$ cat config.mk
export PLATFORM = sky130hd
export DESIGN_NAME = cpu_run_ctrl
export DESIGN_NICKNAME = d
export VERILOG_FILES = /design/src/rtl/cpu_run_pkg.sv /design/src/rtl/cpu_run_stall_det.sv /design/src/rtl/cpu_run_ctrl.sv
export SDC_FILE = /design/constraint.sdc
export NUM_CORES = 1
export LEC_CHECK = 0
export CORE_ASPECT_RATIO = 0.9
export CORE_MARGIN = 2
export CORE_UTILIZATION = 35
export DETAILED_ROUTE_END_ITERATION = 16
export PLACE_DENSITY = 0.7
export SYNTH_ARGS = -nofsm -noshare
export SYNTH_HDL_FRONTEND = slang
export SYNTH_SLANG_ARGS = --single-unit
$ cat constraint.sdc
create_clock -name clk -period 3.05 [get_ports clk]
set_clock_uncertainty 0.1 [all_clocks]
set_input_delay 0.61 -clock clk [delete_from_list [all_inputs] [get_ports clk]]
set_output_delay 0.61 -clock clk [all_outputs]
set_load 0.1 [all_outputs]
$ cat src/rtl/cpu_run_pkg.sv
// Shared types for the CPU run-control harness: FSM states,
// default halt word and stop-reason codes.
package cpu_run_pkg;

  typedef enum logic [2:0] {
    ST_HOLD = 3'd0,
    ST_IDLE = 3'd1,
    ST_RUN  = 3'd2,
    ST_STEP = 3'd3,
    ST_DONE = 3'd4,
    ST_TMO  = 3'd5
  } run_state_e;

  localparam logic [31:0] HALT_INSTR_DEF = 32'hFFFF_FFFF;

  typedef enum logic [1:0] {
    STOP_NONE = 2'd0,
    STOP_HALT = 2'd1,
    STOP_TMO  = 2'd2,
    STOP_RST  = 2'd3
  } stop_reason_e;

endpackage

$ cat src/rtl/cpu_run_stall_det.sv
// Self-loop detector: flags the enabled cycle in which the PC has
// repeated the previous enabled PC STALL_LIMIT times in a row.
module cpu_run_stall_det #(
  parameter int PC_W        = 32,
  parameter int STALL_LIMIT = 3
) (
  input  logic            clk,
  input  logic            rst,
  input  logic            en,
  input  logic [PC_W-1:0] pc,
  output logic            stall
);

  localparam int CW = $clog2(STALL_LIMIT + 1);

  logic [PC_W-1:0] prev_q, prev_d;
  logic            vld_q, vld_d;
  logic [CW-1:0]   cnt_q, cnt_d;
  logic            match;

  always_comb begin
    prev_d = prev_q;
    vld_d  = vld_q;
    cnt_d  = cnt_q;
    stall  = 1'b0;
    match  = vld_q && (pc == prev_q);
    // Streak only moves on enabled cycles, so pausing keeps it.
    if (en) begin
      prev_d = pc;
      vld_d  = 1'b1;
      if (match) begin
        stall = (cnt_q == CW'(STALL_LIMIT - 1));
        if (!stall) cnt_d = cnt_q + CW'(1);
      end else begin
        cnt_d = '0;
      end
    end
  end

  always_ff @(posedge clk) begin
    if (rst) begin
      prev_q <= '0;
      vld_q  <= 1'b0;
      cnt_q  <= '0;
    end else begin
      prev_q <= prev_d;
      vld_q  <= vld_d;
      cnt_q  <= cnt_d;
    end
  end

endmodule

$ cat src/rtl/cpu_run_ctrl.sv
// Run-control harness: CPU reset sequencing, run/step clock-enable,
// cycle counting, halt/self-loop detection and timeout.
module cpu_run_ctrl
  import cpu_run_pkg::*;
#(
  parameter int          PC_W        = 32,
  parameter int          CNT_W       = 32,
  parameter int          RST_HOLD    = 4,
  parameter int          MAX_CYCLES  = 1000,
  parameter int          STALL_LIMIT = 3,
  parameter logic [31:0] HALT_INSTR  = HALT_INSTR_DEF
) (
  input  logic             clk,
  input  logic             rst,
  input  logic             start,
  input  logic             step,
  input  logic             stop,
  input  logic [PC_W-1:0]  pc,
  input  logic [31:0]      instr,
  output logic             cpu_rst,
  output logic             cpu_en,
  output logic [CNT_W-1:0] cycle_count,
  output logic             done,
  output logic             timeout,
  output logic [PC_W-1:0]  halt_pc
);

  localparam int HW = $clog2(RST_HOLD + 1);

  run_state_e       state_q, state_d;
  logic [HW-1:0]    hold_q, hold_d;
  logic [CNT_W-1:0] cnt_q, cnt_d, cnt_inc;
  logic             cpu_rst_q, cpu_rst_d;
  logic             cpu_en_q, cpu_en_d;
  logic             done_q, done_d;
  logic             tmo_q, tmo_d;
  logic [PC_W-1:0]  hpc_q, hpc_d;
  logic             stall;
  logic             halt;

  cpu_run_stall_det #(
    .PC_W       (PC_W),
    .STALL_LIMIT(STALL_LIMIT)
  ) u_stall (
    .clk  (clk),
    .rst  (rst),
    .en   (cpu_en_q),
    .pc   (pc),
    .stall(stall)
  );

  always_comb begin
    state_d   = state_q;
    hold_d    = hold_q;
    cnt_d     = cnt_q;
    cpu_rst_d = cpu_rst_q;
    cpu_en_d  = 1'b0;
    done_d    = done_q;
    tmo_d     = tmo_q;
    hpc_d     = hpc_q;
    halt      = cpu_en_q && ((instr == HALT_INSTR) || stall);
    cnt_inc   = (cnt_q == '1) ? cnt_q : cnt_q + CNT_W'(1);
    unique case (state_q)
      ST_HOLD: begin
        if (hold_q == HW'(RST_HOLD - 1)) begin
          state_d   = ST_IDLE;
          cpu_rst_d = 1'b0;
        end else begin
          hold_d = hold_q + HW'(1);
        end
      end
      ST_IDLE: begin
        if (start) begin
          state_d  = ST_RUN;
          cpu_en_d = 1'b1;
        end else if (step) begin
          state_d  = ST_STEP;
          cpu_en_d = 1'b1;
        end
      end
      ST_RUN, ST_STEP: begin
        cnt_d = cnt_inc;
        // Priority: halt, then timeout, then stop / end of step.
        if (halt) begin
          state_d = ST_DONE;
          done_d  = 1'b1;
          hpc_d   = pc;
        end else if (cnt_inc == CNT_W'(MAX_CYCLES)) begin
          state_d = ST_TMO;
          tmo_d   = 1'b1;
        end else if (state_q == ST_RUN && !stop) begin
          cpu_en_d = 1'b1;
        end else begin
          state_d = ST_IDLE;
        end
      end
      default: ;
    endcase
  end

  always_ff @(posedge clk) begin
    if (rst) begin
      state_q   <= ST_HOLD;
      hold_q    <= '0;
      cnt_q     <= '0;
      cpu_rst_q <= 1'b1;
      cpu_en_q  <= 1'b0;
      done_q    <= 1'b0;
      tmo_q     <= 1'b0;
      hpc_q     <= '0;
    end else begin
      state_q   <= state_d;
      hold_q    <= hold_d;
      cnt_q     <= cnt_d;
      cpu_rst_q <= cpu_rst_d;
      cpu_en_q  <= cpu_en_d;
      done_q    <= done_d;
      tmo_q     <= tmo_d;
      hpc_q     <= hpc_d;
    end
  end

  assign cpu_rst     = cpu_rst_q;
  assign cpu_en      = cpu_en_q;
  assign cycle_count = cnt_q;
  assign done        = done_q;
  assign timeout     = tmo_q;
  assign halt_pc     = hpc_q;

endmodule

Yosys cells after proc, flatten, opt, wreduce, memory -nomap -nowiden
Cells that the tools add are included.
{"block": "totals", "output_inout_bits": 68, "wordCells": 61, "inputBits": 69, "regBits": 109}
{"block": "classes", "n_bitwise": 2, "mux": 18, "reduce_logical": 14, "n_eq_ne": 13, "n_addsub": 3}
{"cell": "$eq A32 B32 Y1 const B", "count": 2}
{"cell": "$add A32 B1 Y32 const B", "count": 1}
{"cell": "$eq A32 B10 Y1 const B", "count": 1}
{"cell": "$eq A32 B32 Y1", "count": 1}
{"cell": "$mux W32", "count": 1}
{"cell": "$mux W3", "count": 6}
{"cell": "$eq A3 B2 Y1 const B", "count": 3}
{"cell": "$pmux W3 S3", "count": 1}
{"cell": "$reduce_and A2 Y1", "count": 4}
{"cell": "$mux W1", "count": 7}
{"cell": "$mux W2", "count": 2}
{"cell": "$ne A2 B2 Y1 const B", "count": 2}
{"cell": "$ne A4 B4 Y1 const B", "count": 1}
{"cell": "$reduce_and A4 Y1", "count": 1}
{"cell": "$add A3 B1 Y3 const B", "count": 1}
{"cell": "$eq A3 B1 Y1 const B", "count": 1}
{"cell": "$logic_and A1 B1 Y1", "count": 3}
{"cell": "$logic_not A3 Y1", "count": 1}
{"cell": "$ne A3 B3 Y1 const B", "count": 1}
{"cell": "$reduce_and A3 Y1", "count": 1}
{"cell": "$reduce_bool A3 Y1", "count": 1}
{"cell": "$add A2 B1 Y2 const B", "count": 1}
{"cell": "$eq A2 B2 Y1 const B", "count": 1}
{"cell": "$not A1 Y1", "count": 2}
{"cell": "4 further kinds", "count": 4}

Longest topological paths before layout
{"block": "depth", "ltp_word": 8, "depth_mapped": 11, "depth_no_buf": 9}

Modules after synthesis
Synthesis repeated with hierarchy kept, for this count alone.
{"block": "hier_totals", "cells_unflattened": 654, "area_unflattened_um2": 5362.6}
{"module": "cpu_run_ctrl", "instances": 1, "cells_each": 480, "seq_area_each_um2": 1481.4, "area_per_inst_um2": 3676.0}
{"module": "cpu_run_stall_det", "instances": 1, "cells_each": 174, "seq_area_each_um2": 700.7, "area_per_inst_um2": 1686.6}

Worst setup path after synthesis
No wires, ideal clock.
{"block": "synth_timing", "path_type": "reg-to-reg", "start": "register cnt_q[0], in the netlist cycle_count[0]", "end": "register state_q[0]", "required_ps": 2863, "synth_period_minus_slack_ps": 3902, "arrival_ps": 3715, "stages_incl_launch_ff": 10, "setup_ps": 87, "path_slack_ps": -852, "path_buffers": 0, "path_cell_list": "dfxtp_1 ha_1 and4_1 nand4_1 or4b_2 xor2_1 o2111ai_1 or4_1 o21ai_2 nor4b_4"}
{"block": "synth_between", "elab_chain_len": 6, "word_cells_on_any_way": 9, "cone_classes": "1 x add/sub; 3 x eq/ne; 4 x mux; 1 x reduce/logical"}
{"item": "start, declared", "line": "cpu_run_ctrl.sv:32", "rtl": "logic [CNT_W-1:0] cnt_q, cnt_d, cnt_inc;"}
{"item": "start signal, assigned", "line": "cpu_run_ctrl.sv:114", "rtl": "cnt_q <= cnt_d;"}
{"item": "$add A32 B1 Y32 / $eq A32 B32 Y1 (equally long branches)", "line": "cpu_run_ctrl.sv:62", "rtl": "cnt_inc = (cnt_q == '1) ? cnt_q : cnt_q + CNT_W'(1);"}
{"item": "$mux W32 *", "line": "cpu_run_ctrl.sv:62"}
{"item": "$eq A32 B10 Y1 *", "line": "cpu_run_ctrl.sv:88", "rtl": "end else if (cnt_inc == CNT_W'(MAX_CYCLES)) begin"}
{"item": "$mux W3", "line": "cpu_run_ctrl.sv:88"}
{"item": "$mux W3", "line": "cpu_run_ctrl.sv:84", "rtl": "if (halt) begin"}
{"item": "$pmux W3 S3", "line": "cpu_run_ctrl.sv:63", "rtl": "unique case (state_q)"}
{"item": "end signal, assigned", "line": "cpu_run_ctrl.sv:112", "rtl": "state_q <= state_d;"}
{"item": "end, declared", "line": "cpu_run_ctrl.sv:30", "rtl": "run_state_e state_q, state_d;"}
Every way passes the cells marked *; elsewhere a longest branch is shown, timed or not.
A chain may end at the register's enable or synchronous reset.

Worst setup path in the final report
{"block": "layout_timing", "start": "register cnt_q[1], in the netlist cycle_count[1]", "end": "register state_q[0]"}
The elaborated chain is that of the path after synthesis.

==> reports/qor_table.md <==
| Metric | Value | Unit |
| --- | --- | --- |
| Asr flop ratio synth | 0 | - |
| Number of endpoints with negative hold slack in the final report | 0 | - |
| Maximum vdd ir drop | 0.3354 | mV |
| Final setup viols | 0 | - |
| Average cell area after synthesis | 8.660 | um2 |
| Number of standard-cell rows in the floorplan | 43 | - |
| Data arrival time of the worst path | 3.15 | ns |
| Number of cells produced by synthesis | 650 | - |
| Path type of the worst setup path | reg -> reg | - |
| CORE AREA | 0.01555 | mm2 |
| Cell Area, Synth | 0.005629 | mm2 |
| Residual DRC count | 0 | - |
| Parity-gate share of the synthesized area counting xor and xnor cells | 0.1136 | - |
| Aggregate routed wire length | 15.67 | mm |
| Pwr per Cell Area | 422.2 | mW/mm2 |
| CTS buffer count | 9 | - |
| Beginning of the critical path | cycle_count[1]$_SDFFE_PP0P_ | - |
| Number of slew-limit violations in the final report | 0 | - |
| Complex-gate fraction of the synthesized area | 0.07468 | - |
| Number of DRC markers after the initial detailed-route iteration | 359 | - |
| Antenna diode count | 0 | - |
| Cell at the root of the clock tree | sky130_fd_sc_hd__clkbuf_16 | - |
| Placed instance count | 995 | - |
| Total routing resource utilization after global routing | 0.1811 | - |
| HPWL reported at the end of detailed placement | 11.59 | mm |
| Via density per instance | 5.162 | - |
| Vias in the first global route | 4790 | - |
| Overflow after GRT | 0 | - |
| Final critical delay including setup and external delays | 2.980 | ns |
| Count of TritonRoute iterations in the first routing pass | 5 | - |
| FF+latch count, synth | 109 | - |
| Actual slew at the worst max-slew pin | 0.7880 | ns |
| Pin count of the biggest net entering global routing | 61 | - |
| MaxCap Viol Count | 0 | - |
| Final estimated routing congestion in global placement | 0.9409 | - |
| Min setup slack post-route | 0.07014 | ns |
| Floorplan die height | 124.3 | um |
| Top library cells by usage in the layout, fill and taps aside | sky130_fd_sc_hd__nor2_1, sky130_fd_sc_hd__buf_4, sky130_fd_sc_hd__dfxtp_1 | - |
| Headroom to the max-slew limit | 0.4699 | - |
| Most common library cell in the layout ignoring fill and taps | sky130_fd_sc_hd__nor2_1 | - |
| Highest Clock Rate | 335.6 | MHz |
| Top-Level Pins | 137 | - |
| Worst endpoint required time | 3.22 | ns |
| Final Cycle Share | 0.9770 | - |
| Initial antenna violation count | 0 | - |
| Run status | complete, no violations | - |
| Cell leakage power | 2.907 | nW |
| Most used flip-flop cell after synthesis | sky130_fd_sc_hd__dfxtp_1 | - |
| Post-place setup slack | -0.2804 | ns |
| Largest fanout on the critical path | 6 | - |
| Setup repair after global routing missed its margin | no | - |
| Post-Syn Nets | 723 | - |
| Detailed-route wire length per cell | 15.46 | um |
| Initial standard-cell utilization of the core | 0.3620 | - |
| Mux cell area share after synthesis | 0.1191 | - |
| Worst Hold Class | reg -> reg | - |
| Simple-gate share of the synthesized area | 0.2556 | - |
| Total negative slack for setup checks | 0 | ns |
| CP endpoint kind | register | - |
| Launch point of the worst reg-to-reg path | cycle_count[1]$_SDFFE_PP0P_ | - |
| Final antenna-violating net count | 0 | - |
| First-pass GRT wire length | 24.56 | mm |
| Sequential fraction of the synthesis area | 0.3876 | - |
| Buffers on Ports | 136 | - |
| Final Non-Filler Cells | 1014 | - |
| Beginning of the worst hold path | cpu_rst$_SDFFE_PP1P_ | - |
| CTS clock-pin slew for the worst setup and hold paths | 0.08 | ns |
| Distinct cell type count after synthesis | 57 | - |
| Detailed-route via count | 5234 | - |
| H-tree levels | 3 | - |
| # nets final | 880 | - |
| Share of cells above drive strength 1 | 0.2377 | - |
| Warnings, synthesis | 0 | - |
| Startpoint kind of the worst setup timing path | register | - |
| DIE AREA | 0.01712 | mm2 |
| Clock tree from TritonCTS | yes | - |
| Synthesis-to-layout area growth | 37.52 | % |
| Die extent in x | 137.7 | um |
| Number of clock sinks seen by CTS | 109 | - |
| Largest family of logic cells by synthesized area | simple AND/OR/NAND/NOR gates | - |
| Synth Area in Adders | 0.008891 | - |
| Clock insertion delay at the later pin of the skew report | 0.36 | ns |
| Worst-case clock buffer depth | 2 | - |
| EDFF count, synth | 0 | - |
==> power by group <==
group	leakage (nW)	switching (W)	internal (W)	total, W
logic	1.86	0.000290	0.000262	0.000551
registers	0.900	0.0000533	0.00148	0.00154
clock network	0.146	0.000600	0.000582	0.00118
total	2.91	0.000943	0.00233	0.00327
==> kinds of logic (layout without fill, tap and decap cells) <==
family,after synthesis,after routing
AOI/OAI and AO/OA,56,56
and+or+nand+nor,289,289
muxes,67,67
adders and majority gates,4,4
xor gates and xnor gates,73,73
buffers and inverters,52,214
DFF,109,109
==> Yosys cell counts, types with 2 or more instances <==
master	number	area [um2]
sky130_fd_sc_hd__or4b_2	2	20.02
sky130_fd_sc_hd__dfxtp_1	109	2182
sky130_fd_sc_hd__clkbuf_1	20	75.07
sky130_fd_sc_hd__a2111oi_4	2	55.05
sky130_fd_sc_hd__nand2b_1	5	31.28
sky130_fd_sc_hd__and4_1	7	61.31
sky130_fd_sc_hd__xor2_1	55	481.7
sky130_fd_sc_hd__buf_2	15	75.07
sky130_fd_sc_hd__and2_1	7	43.79
sky130_fd_sc_hd__nor3_1	15	75.07
sky130_fd_sc_hd__mux2i_1	67	670.6
sky130_fd_sc_hd__and3_1	10	62.56
sky130_fd_sc_hd__or2_2	3	18.77
sky130_fd_sc_hd__or3_1	6	37.54
sky130_fd_sc_hd__or4_1	4	30.03
sky130_fd_sc_hd__ha_1	4	50.05
sky130_fd_sc_hd__nand4_1	27	168.9
sky130_fd_sc_hd__xnor2_1	18	157.7
sky130_fd_sc_hd__nor4_1	13	81.33
sky130_fd_sc_hd__a211oi_1	3	22.52
sky130_fd_sc_hd__a31oi_1	5	31.28
sky130_fd_sc_hd__inv_1	7	26.28
sky130_fd_sc_hd__nor2_1	125	469.2
sky130_fd_sc_hd__buf_1	4	15.01
sky130_fd_sc_hd__clkbuf_2	2	10.01
sky130_fd_sc_hd__nand2_1	28	105.1
sky130_fd_sc_hd__o21ai_0	12	60.06
sky130_fd_sc_hd__o31ai_1	2	15.01
sky130_fd_sc_hd__buf_4	3	22.52
sky130_fd_sc_hd__a21oi_1	11	55.05
sky130_fd_sc_hd__o2111ai_1	3	26.28
sky130_fd_sc_hd__nand3_1	30	150.1
sky130_fd_sc_hd__a21o_1	2	15.01
==> flip-flops by register name (all words and copies together) (netlist names) <==
signal	count
cycle_count	32
halt_pc	32
u_stall.prev_q	32
hold_q	3
state_q	3
u_stall.cnt_q	2
cpu_en	1
cpu_rst	1
done	1
timeout	1
u_stall.vld_q	1
==> stage by stage <==
stage / power [W] / area [um2] / utilization / hold WS [ns]
3_3_place_gp: 0.002103 / 7378 / 0.4745 / 0.3349
5_1_grt: 0.003420 / 7741 / 0.4979 / 0.3832
2_1_floorplan: 0.001902 / 5744 / - / 0.3341
4_1_cts: 0.003299 / 7682 / 0.4941 / 0.3572
3_5_place_dp: 0.002111 / 7378 / 0.4745 / 0.3465
6_report: 0.003269 / 7741 / 0.4979 / 0.3569
==> final timing paths <==
path,slack (ns),cells after the start,end
hold reg to reg,0.36,2,cpu_rst$_SDFFE_PP1P_
setup / recovery,0.07,9,state_q[0]$_SDFFE_PP0P_
setup reg to reg,0.07,9,state_q[0]$_SDFFE_PP0P_
hold / removal,0.36,2,cpu_rst$_SDFFE_PP1P_
==> worst max-delay path, cell delays in order (launching register included) <==
cell and delay, ns:
sky130_fd_sc_hd__dfxtp_4 0.39, sky130_fd_sc_hd__ha_4 0.14, sky130_fd_sc_hd__and4_4 0.23, sky130_fd_sc_hd__nand4_1 0.19
sky130_fd_sc_hd__or4b_4 0.62, sky130_fd_sc_hd__xor2_4 0.17, sky130_fd_sc_hd__o2111ai_1 0.13, sky130_fd_sc_hd__or4_4 0.57
sky130_fd_sc_hd__o21ai_4 0.16, sky130_fd_sc_hd__nor4b_4 0.19
==> metal layers <==
metal | routed length [um] | part of all wire | track usage | up-vias
li1 | - | - | - | 2591
met1 | 7483 | 0.48 | 0.2631 | 2466
met2 | 6894 | 0.44 | 0.2701 | 167
met3 | 1146 | 0.073 | 0.04640 | 10
met4 | 148 | 0.0094 | 0.03639 | 0
met5 | 0 | 0 | 0 | -
==> layout make-up <==
class | instances | area (um2)
fill | 1509 | 7807
timing repair buffer | 190 | 1619
tap | 202 | 252.7
inverter | 8 | 30.03
sequential | 109 | 2260
multi-input combinational | 489 | 3283
clock buffer | 9 | 225.2
clock inverter | 7 | 71.32
==> what timing repair did <==
item                                    CTS  global route
buffers inserted                          0             3
resized for setup                         1             6
pin swaps                                 0             1
hold buffers                              0             0
endpoints found under the setup margin    1            35
gates cloned                              0             0
(Power assumes the default switching activity.)
